--- src/rtl/alu_cmd_issuer.sv ---
// alu_cmd_issuer: registers ALU commands, captures results one cycle later into an in-order response FIFO
module alu_cmd_issuer #(
  parameter int DEPTH = 4,
  parameter int TAG_W = 4
) (
  input  logic             clk,
  input  logic             rst,
  input  logic             cmd_valid,
  output logic             cmd_ready,
  input  logic [2:0]       cmd_code,
  input  logic [3:0]       cmd_a,
  input  logic [3:0]       cmd_b,
  input  logic [TAG_W-1:0] cmd_tag,
  output logic [2:0]       alu_code,
  output logic [3:0]       alu_a,
  output logic [3:0]       alu_b,
  input  logic [7:0]       alu_result,
  input  logic             alu_flag_c,
  output logic             rsp_valid,
  input  logic             rsp_ready,
  output logic [7:0]       rsp_result,
  output logic             rsp_carry,
  output logic [TAG_W-1:0] rsp_tag,
  output logic             busy,
  output logic [15:0]      cmd_count
);
  localparam int PW = $clog2(DEPTH);
  localparam logic [PW:0] FULL = (PW+1)'(DEPTH);
  typedef enum logic {IDLE, EXEC} state_e;
  state_e state_q, state_d;
  logic [2:0] code_q, code_d;
  logic [3:0] a_q, a_d, b_q, b_d;
  logic [TAG_W-1:0] tag_q, tag_d;
  logic [PW-1:0] wptr_q, wptr_d, rptr_q, rptr_d;
  logic [PW:0] cnt_q, cnt_d;
  logic [15:0] ccnt_q, ccnt_d;
  logic [7:0] res_mem [DEPTH];
  logic car_mem [DEPTH];
  logic [TAG_W-1:0] tag_mem [DEPTH];
  logic accept, wr, pop;
  assign cmd_ready = !rst && state_q == IDLE && cnt_q < FULL;
  assign accept = cmd_valid && cmd_ready;
  assign wr = state_q == EXEC;
  assign rsp_valid = cnt_q != '0;
  assign pop = rsp_valid && rsp_ready;
  assign rsp_result = rsp_valid ? res_mem[rptr_q] : '0;
  assign rsp_carry = rsp_valid ? car_mem[rptr_q] : 1'b0;
  assign rsp_tag = rsp_valid ? tag_mem[rptr_q] : '0;
  assign busy = wr || rsp_valid;
  assign alu_code = code_q;
  assign alu_a = a_q;
  assign alu_b = b_q;
  assign cmd_count = ccnt_q;
  always_comb begin
    state_d = accept ? EXEC : IDLE;
    code_d = accept ? cmd_code : code_q;
    a_d = accept ? cmd_a : a_q;
    b_d = accept ? cmd_b : b_q;
    tag_d = accept ? cmd_tag : tag_q;
    wptr_d = wr ? wptr_q + PW'(1) : wptr_q;
    rptr_d = pop ? rptr_q + PW'(1) : rptr_q;
    cnt_d = cnt_q + (PW+1)'(wr) - (PW+1)'(pop);
    ccnt_d = wr ? ccnt_q + 16'd1 : ccnt_q;
  end
  always_ff @(posedge clk or posedge rst) begin
    if (rst) begin
      state_q <= IDLE;
      code_q <= '0;
      a_q <= '0;
      b_q <= '0;
      tag_q <= '0;
      wptr_q <= '0;
      rptr_q <= '0;
      cnt_q <= '0;
      ccnt_q <= '0;
    end else begin
      state_q <= state_d;
      code_q <= code_d;
      a_q <= a_d;
      b_q <= b_d;
      tag_q <= tag_d;
      wptr_q <= wptr_d;
      rptr_q <= rptr_d;
      cnt_q <= cnt_d;
      ccnt_q <= ccnt_d;
    end
  end
  // the ALU flag is only meaningful for add/sub; logic ops leave it stale
  always_ff @(posedge clk) begin
    if (wr) begin
      res_mem[wptr_q] <= alu_result;
      car_mem[wptr_q] <= code_q[2:1] == 2'b00 && alu_flag_c;
      tag_mem[wptr_q] <= tag_q;
    end
  end
endmodule

--- config.mk ---
export PLATFORM = sky130hd
export DESIGN_NAME = alu_cmd_issuer
export DESIGN_NICKNAME = d
export VERILOG_FILES = /design/src/rtl/alu_cmd_issuer.sv
export SDC_FILE = /design/constraint.sdc
export NUM_CORES = 1
export LEC_CHECK = 0
export CORE_ASPECT_RATIO = 0.9
export CORE_MARGIN = 2
export CORE_UTILIZATION = 40
export CTS_CLUSTER_DIAMETER = 120
export DETAILED_ROUTE_END_ITERATION = 8
export REMOVE_ABC_BUFFERS = 1
export SLEW_MARGIN = 20
export SYNTH_ARGS = -nofsm -noshare
export SYNTH_HDL_FRONTEND = slang
export SYNTH_SLANG_ARGS = --single-unit
--- constraint.sdc ---
create_clock -name clk -period 6.75 [get_ports clk]
set_input_delay 0.675 -clock clk [delete_from_list [all_inputs] [get_ports clk]]
set_output_delay 0.675 -clock clk [all_outputs]
set_load 0.01 [all_outputs]
Word-level counts from Yosys, hierarchy flattened
Memories as Yosys holds them, arrays and structs flattened.
Index checks and enable logic that the tools add are counted.
{ "word_totals": {"latchBits": 0, "register_bits": 39, "memories": 3, "out_inout_bits": 43, "mem_bits_ro": 0, "mem_bits_rw": 52} }
{ "classes": {"shifts": 0, "div_mod_pow": 0, "n_reduce_logical": 9, "mul": 0, "eq_ne": 0, "order_cmp": 1, "n_bitwise": 1, "n_addsub": 5, "n_mux": 6} }
{ "mem_list": {"columns": ["memory", "words", "word_bits", "read_ports", "rd_clocked_by_memory_dff", "wr", "line", "rtl"], "rows": [
  ["res_mem", 4, 8, 1, 0, 1, "37", "logic [7:0] res_mem [DEPTH];"],
  ["tag_mem", 4, 4, 1, 0, 1, "39", "logic [TAG_W-1:0] tag_mem [DEPTH];"],
  ["car_mem", 4, 1, 1, 0, 1, "38", "logic car_mem [DEPTH];"]
]} }
{ "op_table": {"columns": ["op", "n"], "rows": [
  ["$add A16 B1 Y16 const B", 1],
  ["$mux W8", 1],
  ["$logic_and A1 B1 Y1", 5],
  ["$add A2 B1 Y2 const B", 2],
  ["$mux W1", 4],
  ["$mux W4", 1],
  ["$add A3 B1 Y3", 1],
  ["$lt A3 B3 Y1 const B", 1],
  ["$reduce_bool A3 Y1", 1],
  ["$sub A3 B1 Y3", 1],
  ["$logic_not A2 Y1", 1],
  ["$logic_not A1 Y1", 1],
  ["$logic_or A1 B1 Y1", 1],
  ["$not A1 Y1", 1]
]} }

Logic depth before layout (Yosys ltp)
Gate-level depths: netlist of the first run.
{ "depth": {"word_depth": 5, "ltp_mapped": 8} }

Least setup slack after synthesis of the first run
No wires, ideal clock.
{ "synth_timing": {"kind": "register to register", "startpoint": "register cnt_q[1]", "endpoint": "register cnt_q[2]", "path_buffers": 0, "required_ps": 6627, "arrival_time_ps": 2079, "path_stages_with_launch": 9, "path_slack_ps": 4548, "setup_time_ps": 123, "synth_period_minus_slack_ps": 2202, "path_cell_list": "dfrtp_1 > or3_1 > and2_1 > ha_1 > inv_1 > ha_1 > fa_1 > xnor2_1 > xnor2_1"} }
{ "synth_between": {"elab_chain_cells": 3, "word_cells_on_any_way": 4} }
{ "synth_lines": {"columns": ["element", "line", "rtl"], "rows": [
  ["from (decl)", "35", "logic [PW:0] cnt_q, cnt_d;"],
  ["from (signal assigned)", "84", "cnt_q <= cnt_d;"],
  ["$reduce_bool A3 Y1", "44", "assign rsp_valid = cnt_q != '0;"],
  ["$logic_and A1 B1 Y1", "45", "assign pop = rsp_valid && rsp_ready;"],
  ["via pop", "40", "logic accept, wr, pop;"],
  ["$sub A3 B1 Y3", "62", "cnt_d = cnt_q + (PW+1)'(wr) - (PW+1)'(pop);"],
  ["via cnt_d[2]", "35", null]
]} }
The timed path passes the listed nets, and every way through them passes these cells.
A chain may end at the register's enable or synchronous reset.

Final worst setup path of the first run
{ "layout_timing": {"startpoint": "register rptr_q[0]", "endpoint": "output rsp_tag[1]"} }
{ "layout_between": {"elab_chain_cells": 2} }
{ "layout_lines": {"columns": ["element", "line", "rtl"], "rows": [
  ["from (decl)", "34", "logic [PW-1:0] wptr_q, wptr_d, rptr_q, rptr_d;"],
  ["from (signal assigned)", "83", "rptr_q <= rptr_d;"],
  ["$mem_v2 Z4 W4", null, null],
  ["$mux W4", "48", "assign rsp_tag = rsp_valid ? tag_mem[rptr_q] : '0;"],
  ["to (decl)", "23", "output logic [TAG_W-1:0] rsp_tag,"]
]} }
Every way passes these cells.

==> results of run 1 <==
[flip-flops by register name (all words and copies together) (netlist names)]
name / flops
alu_a: 4
alu_b: 4
alu_code: 3
car_mem: 4
cmd_count: 16
cnt_q: 3
res_mem: 32
rptr_q: 2
state_q: 1
tag_mem: 16
tag_q: 4
wptr_q: 2
[final timing paths]
kind	start	to	cells past startpoint
worst max-delay path	rptr_q[0]$_DFFE_PP0P_	rsp_tag[1]	3
worst min-delay path	cmd_count[15]$_DFFE_PP0P_	cmd_count[15]$_DFFE_PP0P_	1
worst max register to register	cnt_q[2]$_DFF_PP0_	cnt_q[2]$_DFF_PP0_	8
worst min register to register	cmd_count[15]$_DFFE_PP0P_	cmd_count[15]$_DFFE_PP0P_	1
max in group asynchronous	rst	tag_q[0]$_DFFE_PP0P_	3
min in group asynchronous	rst	cmd_count[3]$_DFFE_PP0P_	2
[power by group through the flow]
stage	clock network, mW	registers, mW	logic, mW
final	0.408	0.832	0.593
after CTS	0.419	0.838	0.607
after detailed placement	0	0.848	0.605
after global placement	0	0.844	0.597
after global routing	0.445	0.856	0.646
after floorplan	0	0.838	0.308
[critical path: cells and delay by family (launching register included)]
family                 cells  cell delay [ns]
buffers and inverters      1             0.48
flip-flops                 1             0.91
multiplexers               1             0.59
AND/OR/NAND/NOR            1             0.17
[stage by stage]
stage | area [um2] | total power, mW | utilization, %
floorplan | 3660 | 1.15 | -
global placement | 4520 | 1.44 | 49.8
detailed placement | 4520 | 1.45 | 49.8
CTS | 4750 | 1.86 | 52.3
global route | 4750 | 1.95 | 52.3
finish | 4750 | 1.83 | 52.3
[cell usage after synthesis (3+ instances only)]
library cell and count:
xor2_1 10, mux4_2 13, nor4_1 6, nand3_1 4
inv_1 10, dfrtp_1 39, xnor2_1 10, nand2_1 5
nand4_1 3, edfxtp_1 52, buf_6 3, mux2_4 9
ha_1 7, and2_1 19, mux2_2 7
[final cells by class]
| class | instances | area, um2 | share of cell area, % |
|---|---|---|---|
| flip-flops and latches | 91 | 2540 | 53.4 |
| well taps | 122 | 153 | 3.21 |
| clock buffers | 12 | 156 | 3.29 |
| clock inverters | 4 | 71.3 | 1.50 |
| repair buffers | 71 | 708 | 14.9 |
| inverters | 10 | 37.5 | 0.790 |
| multi-input cells | 106 | 1090 | 22.9 |
[layer usage]
metal,up-vias,GRT usage [%]
met1,944,18.0
met3,6,6.36
met4,0,2.96
met5,-,0
met2,67,21.3
li1,935,-
[kinds of logic (layout without fill, tap and decap cells)]
| kind of cell | after synthesis | after routing | synth area share (%) |
|---|---|---|---|
| muxes | 29 | 29 | 13.6 |
| adders and majority gates | 8 | 8 | 2.88 |
| xor gates and xnor gates | 20 | 20 | 4.70 |
| AOI/OAI and AO/OA | 1 | 1 | 0.134 |
| buffers and inverters | 17 | 97 | 2.78 |
| DFF | 91 | 91 | 68.0 |
| and+or+nand+nor | 48 | 48 | 7.88 |
==> reports/qor_table.md, run 1 <==
| Step | Result | This run |
| --- | --- | --- |
| die | Number of top-level pins | 71 |
| sta | Final Hold Fails | 0 |
| power | Net switching power | 502 uW |
| power | Combinational cell fraction of total power | 32.4% |
| final layout | Commonest cells after routing, fill and taps aside | clkdlybuf4s50_1 (70), edfxtp_1 (52), dfrtp_1 (39), and2_1 (19), mux4_2 (13) |
| final layout | Nets | 325 |
| sta | Final worst hold slack | 0.499 ns |
| route | Routed Wire Length | 6470 um |
| sta | Worst Setup Slack, final | 3.59 ns |
| power | Leakage power | 1.80 nW |
| final layout | Final Non-Filler Cells | 416 |
| critical path | Crit path arrival time | 2.48 ns |
| route | Uppermost routed layer | met4 |
| synth | Area share of the largest cell type after synthesis | 41.9% |
| cts | Clock Latency Late Sink | 0.34 ns |
| synth | Cells after Synth | 214 |
| power | Reg power frac | 45.4% |
| sta | Worst clock skew | 0.00793 ns |
| cts | CTS tree | yes |
| final layout | Number of antenna diodes | 0 |
| sta | Setup tns final | 0 ns |
| final layout | Fraction of layout instances using a drive strength above 1 | 15.6% |
| synth | Library cell with the largest summed area after synthesis | edfxtp_1 |
| sta | Time the final worst path needs with I/O delays and setup | 3.16 ns |
| route | Antenna viol nets, final | 0 |
| cts | H-tree levels | 3 |
| global route | Wire length of the first global-routing pass | 10500 um |
| synth | Register area share after synthesis | 68.0% |
| cts | Resized cells post-CTS | 0 |
| global route | Number of antenna violations at the first check in global routing | 0 |
| route | Met3 wirelength from detailed routing | 547 um |
| run | Max_cap viols | 0 |
| route | Starting DRC count in detailed routing | 60 |
| sta | Period Utilization, post-route | 46.8% |
| placed design | DP HPWL | 4240 um |
| critical path | Worst reg2reg setup slack | 4.21 ns |
| cts | # clock sinks | 91 |
| critical path | Critical path launch point type | flip-flop |
| critical path | Largest stage delay, worst path | 0.91 ns |
| final layout | Commonest non-fill, non-tap cell in the layout | clkdlybuf4s50_1 |
| global route | Total Routing Usage GR | 13.8% |
| global route | Total overflow reported by the global router | 0 |
| route | Wire length on met2 | 2890 um |
| die | Die boundary height | 95.6 um |
| cts | Clock tree root driver cell | clkbuf_8 |
| critical path | Crit path capture type | output port |
| cts | Post-CTS clock slew at the launch and capture registers of the worst setup and hold paths | 0.08 ns |
| synth | Ranking of synthesized cells by area | edfxtp_1 (42%), dfrtp_1 (26%), mux4_2 (7.8%) |
| synth | EDFF count, synth | 52 |
| synth | Share of synthesized registers carrying an async set or reset | 42.9% |
| sta | Slew @ Worst Pin | 0.951 ns |
| power | Peak supply drop | 0.000159 V |
| final layout | Post-synthesis to final-layout area growth | 27.4% |
| synth | Prevailing post-synth register cell | edfxtp_1 |
| die | Die area | 0.0101 mm2 |
| route | Detailed-route via count | 1952 |
| cts | Clock tree buffer depth | 2 |
| die | Initial core utilization | 41.1% |
| power | Switching power share of the total | 27.4% |
| sta | Final max-slew violation count | 0 |
| synth | Synth Register Bits | 91 |
| cts | Number of buffers inserted by post-CTS setup repair | 0 |
| placed design | Input/output buffers | 70 |
| synth | Netlist Area Pre-Place | 0.00373 mm2 |
| power | Power per Cell Area | 386 mW/mm2 |
| critical path | Largest fanout on the critical path | 15 |
| route | Average vias per placed instance | 4.69 |
| synth | Unique cell type count in the Yosys netlist | 28 |
| die | Die Wd | 106 um |
| min path | Type of the tightest min-delay check | reg -> reg |
| route | Final routed DRC violation total | 0 |
| run status | Result of the run | finished clean |
| sta | Total of endpoints with negative setup slack in the final report | 0 |
| cts | Hold buffers post-CTS | 0 |
| synth | Synthesized area per cell | 17.4 um2 |
| power | Proportion of power drawn by the clock network | 22.2% |
| route | Mean routed wirelength per cell | 15.5 um |
| sta | RSZ-0062 raised after global routing | no |
| global route | Largest net degree at the start of global routing | 27 |
| critical path | Sequence of cells on the critical path | mux4_2 > and2_1 > clkdlybuf4s50_1 |
| final layout | FILL cells | 774 |
| critical path | Slowest stage cell, crit path | dfrtp_1 |
| route | Number of search-and-repair iterations in the first detailed-routing pass | 4 |
| power | Internal power summed over all cells | 1.33 mW |
| placed design | Worst Setup Slack post-DPL | 3.87 ns |
| cts | Number of clock buffers inserted by TritonCTS | 9 |
| synth | Yosys warning total | 0 |
| critical path | Required time of the critical path | 6.07 ns |
| die | Placement row count | 33 |
| sta | Worst-case headroom to the max-slew limit | 36.6% |
| die | Area of the core | 0.00908 mm2 |
| critical path | Category of the most critical setup path | reg -> out |
| placed design | Global placer's final weighted congestion | 0.711 |
| sta | Achievable Freq | 0.317 GHz |
| global route | Vias in the first global route | 1995 |
| route | WL met1 | 2980 um |
| placed design | Total instance count after detailed placement | 400 |
(Power assumes the default switching activity.)
==> run 2: changes to the inputs <==
Clock period 6.75 ns to 3.25 ns, I/O delays scaled along.
==> run 2 against run 1 <==
Compared with the run above:
- clock skew decreased by 0.00086 ns
- critical path depth up 1
- sequential power rose by 100%
- worst hold slack worse by 0.14 ns
- via count rose by 2.6%
- power rose by 100%
- non-clock buffer count rose by 2
- die area did not move
- sequential share of layout area is 0.21 points higher
- critical path type unchanged
- critical endpoint is now rsp_tag[3]
- largest cell class unchanged
- highest routed layer unchanged
==> reports/qor_table.md, run 2 (synthesized netlist as in run 1, its figures left out) <==
| Step | Result | This run | Change |
| --- | --- | --- | --- |
| critical path | Crit path arrival time | 2.41 ns | was 2.48 ns |
| critical path | Slowest stage cell, crit path | dfrtp_1 | unchanged |
| critical path | Crit path capture type | output port | unchanged |
| die | Die Wd | 106 um | unchanged |
| die | Area of the core | 0.00908 mm2 | unchanged |
| run status | Result of the run | finished clean | unchanged |
| global route | Met2 Resource Use GR | 21.9% | was 21.3% |
| placed design | Input/output buffers | 70 | unchanged |
| cts | Resized cells post-CTS | 0 | unchanged |
| global route | Vias in the first global route | 2071 | was 1995 |
| final layout | Post-synthesis to final-layout area growth | 26.9% | was 27.4% |
| critical path | Required time of the critical path | 2.92 ns | was 6.07 ns |
| sta | Period Utilization, post-route | 84.1% |  |
| sta | Worst clock skew | 0.00708 ns | was 0.00793 ns |
| critical path | Critical path launch point type | flip-flop | unchanged |
| route | Routed Wire Length | 6680 um | was 6470 um |
| final layout | Number of antenna diodes | 0 | unchanged |
| power | Net switching power | 1.08 mW | was 502 uW |
| final layout | Nets | 327 | was 325 |
| power | Proportion of power drawn by the clock network | 20.0% | was 22.2% |
| cts | CTS tree | yes | unchanged |
| critical path | Largest stage delay, worst path | 0.59 ns | was 0.91 ns |
| sta | Time the final worst path needs with I/O delays and setup | 2.73 ns |  |
| final layout | Commonest cells after routing, fill and taps aside | clkdlybuf4s50_1 (70), edfxtp_1 (52), dfrtp_1 (39), and2_1 (19), mux4_2 (13) | unchanged |
| critical path | Category of the most critical setup path | reg -> out | unchanged |
| sta | Final Hold Fails | 0 | unchanged |
| power | Combinational cell fraction of total power | 34.3% | was 32.4% |
| cts | Clock tree buffer depth | 2 | unchanged |
| route | Starting DRC count in detailed routing | 70 | was 60 |
| cts | H-tree levels | 3 | unchanged |
| final layout | Register containing the most flip-flops in the final layout | res_mem | unchanged |
| route | Number of search-and-repair iterations in the first detailed-routing pass | 4 | unchanged |
| cts | Clock Latency Late Sink | 0.35 ns | was 0.34 ns |
| global route | Global Route met1 Usage | 19.1% | was 18.0% |
| route | Antenna viol nets, final | 0 | unchanged |
| die | Placement row count | 33 | unchanged |
| run | Max_cap viols | 0 | unchanged |
| power | Peak supply drop | 0.000351 V | was 0.000159 V |
| route | Mean routed wirelength per cell | 16.0 um | was 15.5 um |
| power | Power per Cell Area | 787 mW/mm2 | was 386 mW/mm2 |
| final layout | Max reg flops | 32 | unchanged |
| die | Die area | 0.0101 mm2 | unchanged |
| global route | Total Routing Usage GR | 14.2% | was 13.8% |
| sta | Slew @ Worst Pin | 0.718 ns | was 0.951 ns |
| min path | Type of the tightest min-delay check | in -> async | was reg -> reg |
| placed design | Global placer's final weighted congestion | 0.753 | was 0.711 |
| cts | Number of clock buffers inserted by TritonCTS | 9 | unchanged |
| die | Die boundary height | 95.6 um | unchanged |
| sta | Achievable Freq | 0.366 GHz |  |
| die | Initial core utilization | 41.1% | unchanged |
| sta | Setup tns final | 0 ns | unchanged |
| critical path | Buffers and inverters on the worst path | 2 | was 1 |
| cts | Hold buffers post-CTS | 0 | unchanged |
| cts | Post-CTS clock slew at the launch and capture registers of the worst setup and hold paths | 0.09 ns | was 0.08 ns |
| die | Number of top-level pins | 71 | unchanged |
| route | Detailed-route via count | 2003 | was 1952 |
| critical path | Largest fanout on the critical path | 9 | was 15 |
| critical path | Sequence of cells on the critical path | buf_4 > mux4_2 > and2_1 > clkdlybuf4s50_1 | was mux4_2 > and2_1 > clkdlybuf4s50_1 |
| final layout | Commonest non-fill, non-tap cell in the layout | clkdlybuf4s50_1 | unchanged |
| critical path | Worst reg2reg setup slack | 0.72 ns | was 4.21 ns |
| sta | Worst-case headroom to the max-slew limit | 52.1% | was 36.6% |
| global route | Number of antenna violations at the first check in global routing | 0 | unchanged |
| placed design | Total instance count after detailed placement | 402 | was 400 |
| placed design | DP HPWL | 4390 um | was 4240 um |
| route | Average vias per placed instance | 4.79 | was 4.69 |
| final layout | Final Non-Filler Cells | 418 | was 416 |
| global route | Most used routing layer in global routing | met2 | unchanged |
| critical path | Cell family with the largest share of critical-path delay | buffers and inverters | was flip-flops |
| sta | Final max-slew violation count | 0 | unchanged |
| power | Reg power frac | 45.7% | was 45.4% |
| cts | # clock sinks | 91 | unchanged |
| global route | Wire length of the first global-routing pass | 10900 um | was 10500 um |
| cts | Number of buffers inserted by post-CTS setup repair | 0 | unchanged |
| final layout | FILL cells | 783 | was 774 |
| sta | RSZ-0062 raised after global routing | no | unchanged |
| global route | Largest net degree at the start of global routing | 28 | was 27 |
| global route | Total overflow reported by the global router | 0 | unchanged |
| sta | Total of endpoints with negative setup slack in the final report | 0 | unchanged |
| power | Internal power summed over all cells | 2.65 mW | was 1.33 mW |
| power | Leakage power | 1.79 nW | was 1.80 nW |
| global route | Global-route track usage on met3 | 6.08% | was 6.36% |
| power | Switching power share of the total | 28.9% | was 27.4% |
| route | Final routed DRC violation total | 0 | unchanged |
| final layout | Fraction of layout instances using a drive strength above 1 | 16.9% | was 15.6% |
| cts | Clock tree root driver cell | clkbuf_8 | unchanged |
run 2: cell types whose count changed in the layout (fill, tap and decap cells not counted):
cell,delta
bufinv_16,-1
buf_4,+2
clkbuf_16,-1
clkbuf_1,-1
clkinv_1,-1
clkinv_4,+1
clkinv_2,+1
clkinvlp_4,+2
run 2: path summary, 6_finish.rpt:
check	from	end	cells after the start
max	rptr_q[0]$_DFFE_PP0P_	rsp_tag[3]	4
min	rst	cmd_count[3]$_DFFE_PP0P_	2
max reg2reg	cnt_q[1]$_DFF_PP0_	cnt_q[2]$_DFF_PP0_	8
min reg2reg	cmd_count[15]$_DFFE_PP0P_	cmd_count[15]$_DFFE_PP0P_	1
max in group asynchronous	rst	tag_q[2]$_DFFE_PP0P_	3
min in group clk	cmd_count[15]$_DFFE_PP0P_	cmd_count[15]$_DFFE_PP0P_	1
run 2: cell type report:
cell class                      instances  area, um2  area share [%]
Clock buffer                           10        128            2.70
Inverter                               10       37.5           0.793
Clock inverter                          6       66.3            1.40
Sequential cell                        91       2540            53.6
Tap cell                              122        153            3.22
Timing Repair Buffer                   73        723            15.3
Multi-Input combinational cell        106       1090            23.0
run 2: metrics by stage:
step | hold slack [ns] | power (mW) | area, um2 | worst slack (ns) | utilization (%)
after floorplan | 0.424 | 2.38 | 3660 | 0.906 | -
after global placement | 0.471 | 3.01 | 4540 | 0.745 | 50.0
after detailed placement | 0.461 | 3.04 | 4540 | 0.671 | 50.0
after CTS | 0.376 | 3.79 | 4730 | 0.451 | 52.1
after global routing | 0.398 | 3.97 | 4730 | 0.351 | 52.1
final | 0.361 | 3.73 | 4730 | 0.518 | 52.1
run 2: per-layer routing:
| metal | up-vias | share of wire [%] |
|---|---|---|
| met5 | - | 0 |
| met4 | 0 | 0.31 |
| met3 | 2 | 7.7 |
| met2 | 72 | 45 |
| met1 | 991 | 47 |
| li1 | 938 | - |
run 2: power groups by stage:
stage	combinational (mW)	sequential [mW]	clock (mW)
after CTS	1.31	1.71	0.769
after global routing	1.41	1.74	0.822
after floorplan	0.640	1.74	0
after global placement	1.29	1.72	0
final	1.28	1.70	0.745
after detailed placement	1.30	1.73	0
